===== config.mk =====
export PLATFORM = sky130hd
export DESIGN_NAME = mmu_csr_file
export DESIGN_NICKNAME = d
export VERILOG_FILES = /design/src/rtl/mmu_csr_pkg.sv /design/src/rtl/mmu_csr_file.sv
export SDC_FILE = /design/constraint.sdc
export NUM_CORES = 1
export LEC_CHECK = 0
export CORE_AREA = 2 2 207 209
export DETAILED_ROUTE_END_ITERATION = 6
export DIE_AREA = 0 0 209 211
export GPL_ROUTABILITY_DRIVEN = 1
export HOLD_SLACK_MARGIN = 0.03
export PLACE_DENSITY = 0.67
export SLEW_MARGIN = 15
export SYNTH_ARGS = -nofsm -noshare
export SYNTH_HDL_FRONTEND = slang
export SYNTH_SLANG_ARGS = --single-unit

===== constraint.sdc =====
create_clock -name clk -period 2.9 [get_ports clk]
set_input_delay 0.58 -clock clk [delete_from_list [all_inputs] [get_ports clk]]
set_output_delay 0.58 -clock clk [all_outputs]
set_load 0.03 [all_outputs]

===== src/rtl/mmu_csr_pkg.sv =====
// mmu_csr_pkg: shared constants for the MMU control/status register file.
//   - CSR addresses
//   - field bit positions
//   - writable-bit masks for each register image
//   - exception codes and the TLB-exception ecode classification helpers
package mmu_csr_pkg;

  // CSR addresses
  localparam logic [13:0] CSR_CRMD      = 14'h000;
  localparam logic [13:0] CSR_PRMD      = 14'h001;
  localparam logic [13:0] CSR_ESTAT     = 14'h005;
  localparam logic [13:0] CSR_BADV      = 14'h007;
  localparam logic [13:0] CSR_TLBIDX    = 14'h010;
  localparam logic [13:0] CSR_TLBEHI    = 14'h011;
  localparam logic [13:0] CSR_TLBELO0   = 14'h012;
  localparam logic [13:0] CSR_TLBELO1   = 14'h013;
  localparam logic [13:0] CSR_ASID      = 14'h018;
  localparam logic [13:0] CSR_TLBRENTRY = 14'h088;
  localparam logic [13:0] CSR_DMW0      = 14'h180;
  localparam logic [13:0] CSR_DMW1      = 14'h181;

  // Field bit positions
  localparam int CRMD_PLV_LSB    = 0;
  localparam int CRMD_IE_BIT     = 2;
  localparam int CRMD_DA_BIT     = 3;
  localparam int CRMD_PG_BIT     = 4;
  localparam int TLBIDX_PS_LSB   = 24;
  localparam int TLBIDX_PS_MSB   = 29;
  localparam int TLBIDX_NE_BIT   = 31;
  localparam int TLBEHI_VPPN_LSB = 13;
  localparam int ASID_ASIDBITS_LSB = 16;

  // Writable bits of each register image; everything else reads 0
  localparam logic [31:0] CRMD_WMASK      = 32'h0000_01FF;
  localparam logic [31:0] PRMD_WMASK      = 32'h0000_0007;
  localparam logic [31:0] BADV_WMASK      = 32'hFFFF_FFFF;
  localparam logic [31:0] TLBEHI_WMASK    = 32'hFFFF_E000;
  localparam logic [31:0] TLBELO_WMASK    = 32'hFFFF_FF7F;
  localparam logic [31:0] ASID_WMASK      = 32'h0000_03FF;
  localparam logic [31:0] TLBRENTRY_WMASK = 32'hFFFF_FFC0;
  localparam logic [31:0] DMW_WMASK       = 32'hEE00_0039;

  // CRMD after reset: direct-address mode, PLV0, interrupts off
  localparam logic [31:0] CRMD_RESET      = 32'h0000_0008;
  // ASIDBITS is a constant 10 in the ASID image
  localparam logic [31:0] ASID_BITS_IMAGE = 32'd10 << ASID_ASIDBITS_LSB;

  // Exception codes
  localparam logic [5:0] ECODE_PIL  = 6'h01;
  localparam logic [5:0] ECODE_PIS  = 6'h02;
  localparam logic [5:0] ECODE_PIF  = 6'h03;
  localparam logic [5:0] ECODE_PME  = 6'h04;
  localparam logic [5:0] ECODE_PPI  = 6'h07;
  localparam logic [5:0] ECODE_ADE  = 6'h08;
  localparam logic [5:0] ECODE_ALE  = 6'h09;
  localparam logic [5:0] ECODE_TLBR = 6'h3F;

  // TLB-related exceptions capture both BADV and TLBEHI.VPPN
  function automatic logic is_tlb_ecode(input logic [5:0] ecode);
    return (ecode == ECODE_TLBR) || (ecode == ECODE_PIL) || (ecode == ECODE_PIS) ||
           (ecode == ECODE_PIF)  || (ecode == ECODE_PME) || (ecode == ECODE_PPI);
  endfunction

  // Address exceptions capture BADV only
  function automatic logic is_addr_ecode(input logic [5:0] ecode);
    return (ecode == ECODE_ADE) || (ecode == ECODE_ALE);
  endfunction

endpackage


===== src/rtl/mmu_csr_file.sv =====
// mmu_csr_file: MMU-related CSR file sitting beside write-back.
// Holds CRMD, PRMD, ESTAT.Ecode, BADV, TLBIDX, TLBEHI, TLBELO0/1, ASID,
// TLBRENTRY and DMW0/1. All updates commit on the clock edge and become
// visible on csr_rvalue and the packed outputs in the following cycle.
// Ports:
//   clk, reset            clock, synchronous active-high reset
//   csr_num/csr_rvalue    combinational CSR read
//   csr_we/wmask/wvalue   masked software write
//   wb_ex/wb_ecode/wb_vaddr, ertn   exception entry / return
//   tlbsrch_*, tlbrd_*    TLB instruction results from the MMU
//   crmd..in_tlbr         register fields consumed by the MMU
module mmu_csr_file
  import mmu_csr_pkg::*;
#(
  parameter int TLBNUM = 16,
  localparam int IDXW  = $clog2(TLBNUM)
) (
  input  logic            clk,
  input  logic            reset,
  input  logic [13:0]     csr_num,
  output logic [31:0]     csr_rvalue,
  input  logic            csr_we,
  input  logic [31:0]     csr_wmask,
  input  logic [31:0]     csr_wvalue,
  input  logic            wb_ex,
  input  logic [5:0]      wb_ecode,
  input  logic [31:0]     wb_vaddr,
  input  logic            ertn,
  input  logic            tlbsrch_valid,
  input  logic            tlbsrch_found,
  input  logic [IDXW-1:0] tlbsrch_index,
  input  logic            tlbrd_valid,
  input  logic            tlbrd_e,
  input  logic [18:0]     tlbrd_vppn,
  input  logic [5:0]      tlbrd_ps,
  input  logic [9:0]      tlbrd_asid,
  input  logic [31:0]     tlbrd_elo0,
  input  logic [31:0]     tlbrd_elo1,
  output logic [8:0]      crmd,
  output logic [9:0]      asid,
  output logic [18:0]     tlbehi_vppn,
  output logic [31:0]     tlbidx,
  output logic [31:0]     tlbelo0,
  output logic [31:0]     tlbelo1,
  output logic [31:0]     dmw0,
  output logic [31:0]     dmw1,
  output logic [5:0]      estat_ecode,
  output logic [31:0]     tlbrentry,
  output logic            in_tlbr
);

  localparam logic [31:0] TLBIDX_WMASK = 32'hBF00_0000 | ((32'd1 << IDXW) - 32'd1);

  // Register images: reserved bits are held at zero so reads need no masking
  logic [31:0] crmd_q, prmd_q, badv_q, tlbidx_q, tlbehi_q;
  logic [31:0] elo0_q, elo1_q, asid_q, tlbrentry_q, dmw0_q, dmw1_q;
  logic [5:0]  ecode_q;

  function automatic logic [31:0] merge(input logic [31:0] old, input logic [31:0] wmask,
                                        input logic [31:0] wvalue, input logic [31:0] writable);
    logic [31:0] m;
    m = wmask & writable;
    return (old & ~m) | (wvalue & m);
  endfunction

  // Single commit point; the if/else chain encodes event priority
  always_ff @(posedge clk) begin
    if (reset) begin
      crmd_q      <= CRMD_RESET;
      prmd_q      <= '0;
      ecode_q     <= '0;
      badv_q      <= '0;
      tlbidx_q    <= '0;
      tlbehi_q    <= '0;
      elo0_q      <= '0;
      elo1_q      <= '0;
      asid_q      <= '0;
      tlbrentry_q <= '0;
      dmw0_q      <= '0;
      dmw1_q      <= '0;
    end else if (wb_ex) begin
      prmd_q      <= {29'd0, crmd_q[CRMD_IE_BIT:CRMD_PLV_LSB]};
      crmd_q[CRMD_IE_BIT:CRMD_PLV_LSB] <= 3'b000;
      ecode_q     <= wb_ecode;
      if (wb_ecode == ECODE_TLBR) begin
        // Refill runs untranslated
        crmd_q[CRMD_DA_BIT] <= 1'b1;
        crmd_q[CRMD_PG_BIT] <= 1'b0;
      end
      if (is_tlb_ecode(wb_ecode)) begin
        badv_q   <= wb_vaddr;
        tlbehi_q <= wb_vaddr & TLBEHI_WMASK;
      end else if (is_addr_ecode(wb_ecode)) begin
        badv_q   <= wb_vaddr;
      end
    end else if (ertn) begin
      crmd_q[CRMD_IE_BIT:CRMD_PLV_LSB] <= prmd_q[2:0];
      if (ecode_q == ECODE_TLBR) begin
        crmd_q[CRMD_DA_BIT] <= 1'b0;
        crmd_q[CRMD_PG_BIT] <= 1'b1;
      end
    end else if (tlbrd_valid) begin
      // INDEX is left alone; an empty entry clears everything it would load
      tlbidx_q[TLBIDX_NE_BIT] <= ~tlbrd_e;
      if (tlbrd_e) begin
        tlbidx_q[TLBIDX_PS_MSB:TLBIDX_PS_LSB] <= tlbrd_ps;
        tlbehi_q <= {tlbrd_vppn, 13'd0};
        elo0_q   <= tlbrd_elo0 & TLBELO_WMASK;
        elo1_q   <= tlbrd_elo1 & TLBELO_WMASK;
        asid_q   <= {22'd0, tlbrd_asid};
      end else begin
        tlbidx_q[TLBIDX_PS_MSB:TLBIDX_PS_LSB] <= '0;
        tlbehi_q <= '0;
        elo0_q   <= '0;
        elo1_q   <= '0;
        asid_q   <= '0;
      end
    end else if (tlbsrch_valid) begin
      tlbidx_q[TLBIDX_NE_BIT] <= ~tlbsrch_found;
      if (tlbsrch_found) tlbidx_q[IDXW-1:0] <= tlbsrch_index;
    end else if (csr_we) begin
      case (csr_num)
        CSR_CRMD:      crmd_q      <= merge(crmd_q,      csr_wmask, csr_wvalue, CRMD_WMASK);
        CSR_PRMD:      prmd_q      <= merge(prmd_q,      csr_wmask, csr_wvalue, PRMD_WMASK);
        CSR_BADV:      badv_q      <= merge(badv_q,      csr_wmask, csr_wvalue, BADV_WMASK);
        CSR_TLBIDX:    tlbidx_q    <= merge(tlbidx_q,    csr_wmask, csr_wvalue, TLBIDX_WMASK);
        CSR_TLBEHI:    tlbehi_q    <= merge(tlbehi_q,    csr_wmask, csr_wvalue, TLBEHI_WMASK);
        CSR_TLBELO0:   elo0_q      <= merge(elo0_q,      csr_wmask, csr_wvalue, TLBELO_WMASK);
        CSR_TLBELO1:   elo1_q      <= merge(elo1_q,      csr_wmask, csr_wvalue, TLBELO_WMASK);
        CSR_ASID:      asid_q      <= merge(asid_q,      csr_wmask, csr_wvalue, ASID_WMASK);
        CSR_TLBRENTRY: tlbrentry_q <= merge(tlbrentry_q, csr_wmask, csr_wvalue, TLBRENTRY_WMASK);
        CSR_DMW0:      dmw0_q      <= merge(dmw0_q,      csr_wmask, csr_wvalue, DMW_WMASK);
        CSR_DMW1:      dmw1_q      <= merge(dmw1_q,      csr_wmask, csr_wvalue, DMW_WMASK);
        default: ;
      endcase
    end
  end

  always_comb begin
    csr_rvalue = '0;
    case (csr_num)
      CSR_CRMD:      csr_rvalue = crmd_q;
      CSR_PRMD:      csr_rvalue = prmd_q;
      CSR_ESTAT:     csr_rvalue = {10'd0, ecode_q, 16'd0};
      CSR_BADV:      csr_rvalue = badv_q;
      CSR_TLBIDX:    csr_rvalue = tlbidx_q;
      CSR_TLBEHI:    csr_rvalue = tlbehi_q;
      CSR_TLBELO0:   csr_rvalue = elo0_q;
      CSR_TLBELO1:   csr_rvalue = elo1_q;
      CSR_ASID:      csr_rvalue = asid_q | ASID_BITS_IMAGE;
      CSR_TLBRENTRY: csr_rvalue = tlbrentry_q;
      CSR_DMW0:      csr_rvalue = dmw0_q;
      CSR_DMW1:      csr_rvalue = dmw1_q;
      default:       csr_rvalue = '0;
    endcase
  end

  assign crmd        = crmd_q[8:0];
  assign asid        = asid_q[9:0];
  assign tlbehi_vppn = tlbehi_q[31:TLBEHI_VPPN_LSB];
  assign tlbidx      = tlbidx_q;
  assign tlbelo0     = elo0_q;
  assign tlbelo1     = elo1_q;
  assign dmw0        = dmw0_q;
  assign dmw1        = dmw1_q;
  assign estat_ecode = ecode_q;
  assign tlbrentry   = tlbrentry_q;
  assign in_tlbr     = (ecode_q == ECODE_TLBR);

endmodule


==> results.cfg, run 1 <==
[hold_path]
hold_path.class = register to register
hold_depth = 1

[die]
dieArea_um2 = 44100
start_util_pct = 29.7
core.rowCount = 75
die-height_um = 211
core-area_um2 = 41800
ios = 497
die_w_um = 209

[route]
wirelength_um = 68700
drc = 0
first_iter_violations = 1875
first_pass_iters = 7
wl_per_cell_um = 26.7
viasPerCell = 5.91
vias = 15200
final_antenna_net_count = 0

[setup_path]
cp_cell_sequence = buf_6 > or4_4 > nor4b_4 > buf_4 > and2_4 > buf_12 > buf_8 > buf_16 > a222oi_1 > nand3_2 > buf_12
critPathLaunchType = input port
crit_top_cell = buf_12
cp-end-kind = output pin
r2r-end = crmd_q[4]
cp-endpoint = csr_rvalue[31]
r2r_start = estat_ecode[1]
cp_data_arrival_time_ns = 2.58
startpoint = csr_num[12]
r2r_cells = 5
crit_fanout = 5
rrSetupSlack_ns = 1.28
slowest_delay_ns = 0.58
worstPathRequired_ns = 2.32
crit_type = input port to output pin
crit_slowest_cell = or4_4

[power_and_ir_drop]
powerDensity_nw_per_um2 = 368
leakagePower_nw = 7.55
ir_drop_mv = 0.322
totalPowerFinal_w = 0.00729

[timing]
relSlewSlack_pct = 33.7
tns_ns = -5.34
rsz0062_at_grt = true
fmax_mhz = 316
fin_crit_sh_pct = 109
finalCriticalPeriod_ns = 3.16
hold_ws_ns = 0.477
setup_slack_ns = -0.261
finalHoldViolCount = 0
setup_viol = 31
max_slew.worst_pin.slew_ns = 0.993
finalMaxSlewViolations = 0
final.setup_skew_ns = 0.00601

[cells_and_area]
syn_to_final_growth_pct = 59.6
nets = 2244
fill_cells = 3949
stdcell_area_um2 = 19800
drive_gt1_share_pct = 21.0

[clock_tree]
hold_buffers = 0
clkSinkCount = 198
clk_pin_slew_ns = 0.07
cts_tree = built
h-tree-depth = 4
numCtsBuffers = 17
clock-root-buffer = clkbuf_16
cts.path.max_buffers = 2
clk_latency_ns = 0.45

[yosys]
yosys.area.top_type = dfxtp_1
yosysMostFrequentCell = dfxtp_1
synth-main-ff-cell = dfxtp_1
synth-seq-cells = 198
synthCells = 1522
syn_avg_cell_area_um2 = 8.15
synthesis.area_um2 = 12400
synth_edf_count = 0
synth_seq_area_share_pct = 32.0
async_reset_ff_share_pct = 0
synth.distinct_cells = 69
synth_common_cells = 198 x dfxtp_1, 192 x a21oi_1, 130 x a211oi_1, 119 x clkbuf_1, 96 x nor2_1
synth_top_area_share_pct = 32.0
yosysWarnings = 0
yosys-top-cells-area = dfxtp_1 32%, a211oi_1 7.9%, a21oi_1 7.7%

[place]
placed_area_um2 = 18200
portBuffers = 421
hpwl_um = 51400
gp_congestion = 0.973

[global_routing]
grt_usage_pct = 30.1
grt_pass1_vias = 14700
antenna_found_initial = 10
grt_overflow = 0
grt_pass1_wl_um = 98600
grt_start_max_net_pins = 77

[run_status]
violations = setup timing
status = complete, but fails checks

[job]
maxCapViolCount = 0
[metal layers]
layer / vias up / part of all wire [%] / GRT usage, %
met3: 190 / 9.2 / 6.32
met5: - / 0.033 / 0
met2: 989 / 44 / 45.9
met4: 4 / 4.8 / 15.2
met1: 7331 / 42 / 40.3
li1: 6715 / - / -
[cell type report]
cell class,instances,area (um2),share of cell area [%]
tap,539,674,3.41
inverter,17,63.8,0.322
timing repair buffer,633,6560,33.1
antenna,9,22.5,0.114
clock buffer,21,440,2.23
sequential,198,3960,20.0
clock inverter,11,173,0.872
multi-input combinational,1149,7890,39.9
[kinds of logic after synthesis]
| family | count (synthesis) | synth area share (%) |
|---|---|---|
| AOI/OAI and AO/OA | 580 | 32.8 |
| DFF | 198 | 32.0 |
| muxes | 82 | 6.81 |
| and+or+nand+nor | 413 | 18.1 |
| buffers and inverters | 247 | 10.2 |
| xor gates and xnor gates | 1 | 0.0706 |
| other | 1 | 0.0302 |
[through the flow]
step / setup slack (ns) / cells / utilization, %
5_1_grt: -0.310 / 2574 / 47.4
4_1_cts: -0.308 / 2565 / 47.2
2_1_floorplan: -0.107 / 1594 / -
3_5_place_dp: -0.669 / 2490 / 43.6
3_3_place_gp: -0.647 / 2490 / 43.6
6_report: -0.261 / 2577 / 47.4
[registers in the layout (all words and copies together), names as in the netlist]
signal       cells
tlbelo0         31
asid_q          10
tlbidx          11
dmw1            10
tlbelo1         31
dmw0            10
crmd_q           9
tlbrentry       26
badv_q          32
tlbehi_q        19
prmd_q           3
estat_ecode      6
[critical path, delay by kind of cell]
kind                   cells  cell delay, ns
AO/OA/AOI/OAI              1            0.08
buffers and inverters      6            0.76
AND/OR/NAND/NOR            4            1.16
[worst min-delay path by stage]
stage               startpoint         to  slack [ns]
CTS                  badv_q[7]  badv_q[7]        0.47
global placement     badv_q[6]  badv_q[6]        0.45
floorplan            badv_q[3]  badv_q[3]        0.44
detailed placement   badv_q[7]  badv_q[7]        0.46
global route         badv_q[0]  badv_q[0]        0.50
finish               badv_q[9]  badv_q[9]        0.48
[placed cells by master, fill, tap and decap left out, types with 13 or more instances in the layout]
cell	Yosys	layout
nand2_2	0	17
nor2_1	96	95
mux2_2	19	19
a22oi_1	23	16
nand2_1	94	70
nand3_1	28	22
a221oi_1	18	15
a211oi_1	130	130
and3_1	18	18
or4b_1	14	13
a2111oi_0	17	17
nand4_1	57	57
o22a_1	13	13
dfxtp_1	198	198
nand2b_1	32	32
a2111oi_2	27	27
buf_4	82	151
inv_1	17	17
nor2b_1	20	19
clkbuf_16	0	19
clkdlybuf4s50_1	0	372
a222oi_1	29	29
o21ai_0	67	65
mux2i_1	63	63
buf_6	1	41
conb_1	1	73
a31oi_1	19	19
a21oi_1	192	189
buf_12	0	46
[power breakdown]
group / total (W) / internal (W) / switching (W) / leakage [nW]
clock network: 0.00262 / 0.00145 / 0.00116 / 0.296
logic: 0.00174 / 0.000715 / 0.00102 / 5.64
registers: 0.00294 / 0.00283 / 0.000110 / 1.61
[what timing repair did]
item                       4_1_cts  5_1_grt
setup endpoints to repair       32       32
pin swaps                       41       21
resized for setup              132       34
buffers inserted                38        8
cloned                           6        0
Power figures use the tool's default switching activity.
==> run 2, diff against run 1 <==
- CAP_MARGIN: not set -> 20
==> results of run 2 <==
Same layout as run 1: the final DEF is identical, and so are final timing and power.
==> run 3, diff against run 2 <==
==> constraint.sdc (replaced) <==
create_clock -name clk -period 2.9 [get_ports clk]
set_input_delay 0.87 -clock clk [delete_from_list [all_inputs] [get_ports clk]]
set_output_delay 0.87 -clock clk [all_outputs]
set_load 0.03 [all_outputs]
==> run 3 against run 2 <==
Against the previous run:
- critical path depth rose by 1
- flip-flop and latch count did not move
- largest power group unchanged
- routed wire length rose by 0.39%
- the flow still finishes with violations (setup timing)
- first-iteration DRC count fell by 3.9%
- register-to-register slack improved by 0.06 ns
- clock skew rose by 0.0044 ns
- maximum frequency fell by 16%
- worst hold slack barely moved
- cell area rose by 3.2%
- combinational power rose by 6%
- sequential share of layout area fell by 0.63 points
==> results.cfg, run 3 (synthesis gave the netlist of run 1 again) <==
[timing]
finalCriticalPeriod_ns = 3.78
relSlewSlack_pct = 51.7
rsz0062_at_grt = true
hold_ws_ns = 0.477
fin_crit_sh_pct = 130
finalHoldViolCount = 0
final.setup_skew_ns = 0.0104
setup_slack_ns = -0.876
max_slew.worst_pin.slew_ns = 0.722
setup_viol = 41
tns_ns = -23.93
fmax_mhz = 265
finalMaxSlewViolations = 0

[place]
gp_congestion = 0.930
hpwl_um = 52600
portBuffers = 421
dp.cells = 2528

[setup_path]
path_delay_family = simple AND/OR/NAND/NOR gates
worstPathRequired_ns = 2.03
crit_buf_inv = 7
cp_data_arrival_time_ns = 2.91
critPathLaunchType = input port
crit_type = input port to output pin
rrSetupSlack_ns = 1.34
crit_top_cell = buf_6
r2r-end = crmd_q[4]
cp-end-kind = output pin
r2r_cells = 5
crit_slowest_cell = or4_4
slowest_delay_ns = 0.58
r2r_start = estat_ecode[1]
cp_cell_sequence = buf_6 > or4_4 > buf_6 > nor4_4 > buf_4 > and2_4 > buf_6 > buf_6 > buf_6 > a222oi_1 > nand3_2 > buf_12
crit_fanout = 4

[die]
die_w_um = 209
dieArea_um2 = 44100
die-height_um = 211
ios = 497
start_util_pct = 29.7
core.rowCount = 75
core-area_um2 = 41800

[cells_and_area]
largest-register = badv_q
multi_input_area_um2 = 8160
syn_to_final_growth_pct = 64.7
layout_common_cells = 371 x clkdlybuf4s50_1, 198 x dfxtp_1, 180 x a21oi_1, 172 x buf_4, 128 x a211oi_1
postLayoutCoreUtil_pct = 48.9
largest_reg_flops = 32
nets = 2286
finalNonFillerCells = 2621
layout_commonest_cell = clkdlybuf4s50_1
drive_gt1_share_pct = 24.4
seq_area_um2 = 3960
fill_cells = 3880

[global_routing]
grt_start_max_net_pins = 67
grt_overflow = 0
antenna_found_initial = 11
grt_pass1_wl_um = 98700
grt_usage_pct = 30.1
grt_pass1_vias = 15000

[clock_tree]
cts_tree = built
hold_buffers = 0
h-tree-depth = 4
clk_latency_ns = 0.46
numCtsBuffers = 17
clk_pin_slew_ns = 0.08
cts.path.max_buffers = 2
clkSinkCount = 198
clock-root-buffer = clkbuf_16

[hold_path]
min-delay-start = badv_q[7]
hold_path.class = register to register
whs_endpoint = badv_q[7]
hold_depth = 1

[route]
wl_per_cell_um = 26.3
final_antenna_net_count = 0
drc = 0
vias = 15500
first_iter_violations = 1801
first_pass_iters = 7
wirelength_um = 69000
viasPerCell = 5.91

[run_status]
violations = setup timing
status = complete, but fails checks

[power_and_ir_drop]
ir_drop_mv = 0.304
totalPowerFinal_w = 0.00731
leakagePower_nw = 7.85
powerDensity_nw_per_um2 = 358

[job]
maxCapViolCount = 0
[run 3: changes by cell type in the layout (fill, tap and decap cells not counted), moves of 6 or more]
cell and change:
buf_4 +21, buf_6 +17, a31oi_1 -11, a21oi_1 -9, a21oi_2 +7, a31oi_4 +7, buf_12 +6, or4b_1 -6
or4b_4 +6
[run 3: cell type report]
class / instances / area share [%]
clock buffer: 22 / 2.32
multi-input combinational: 1150 / 39.9
clock inverter: 10 / 0.582
tap: 539 / 3.30
inverter: 17 / 0.312
antenna: 11 / 0.135
timing repair buffer: 674 / 34.0
sequential: 198 / 19.4
[run 3: repair_timing]
action                                  4_1_cts  5_1_grt
hold endpoints to repair                      0        0
pin swaps                                    59       43
buffers inserted                             40       15
resized for setup                           151       80
endpoints found under the setup margin      138       87
cloned                                        6        0
[run 3: worst max-delay path by stage]
| stage | from | endpoint | slack [ns] | cells past startpoint |
|---|---|---|---|---|
| finish | csr_num[12] | csr_rvalue[31] | -0.88 | 12 |
| global route | csr_num[12] | csr_rvalue[31] | -0.92 | 12 |
| CTS | csr_num[12] | csr_rvalue[29] | -0.91 | 9 |
| detailed placement | csr_num[11] | csr_rvalue[6] | -1.18 | 10 |
| global placement | csr_num[11] | csr_rvalue[9] | -1.16 | 9 |
| floorplan | csr_num[11] | csr_rvalue[30] | -0.69 | 7 |
[run 3: report_power, final]
| group | internal (W) | switching (W) |
|---|---|---|
| Combinational | 0.000781 | 0.00106 |
| Clock | 0.00135 | 0.00119 |
| Sequential | 0.00283 | 0.000109 |
[run 3: layer usage]
layer | global-route usage (%) | routed length (um) | up-vias
li1 | - | - | 6796
met1 | 39.4 | 28100 | 7442
met2 | 46.9 | 30800 | 1063
met3 | 6.62 | 6870 | 186
met4 | 14.8 | 3150 | 2
met5 | 0 | 9 | -
[run 3: metrics by stage]
step           area, um2  setup slack, ns
4_1_cts            20100           -0.907
2_1_floorplan      12800           -0.687
3_5_place_dp       18600            -1.18
3_3_place_gp       18600            -1.16
5_1_grt            20400           -0.924
6_report           20400           -0.876
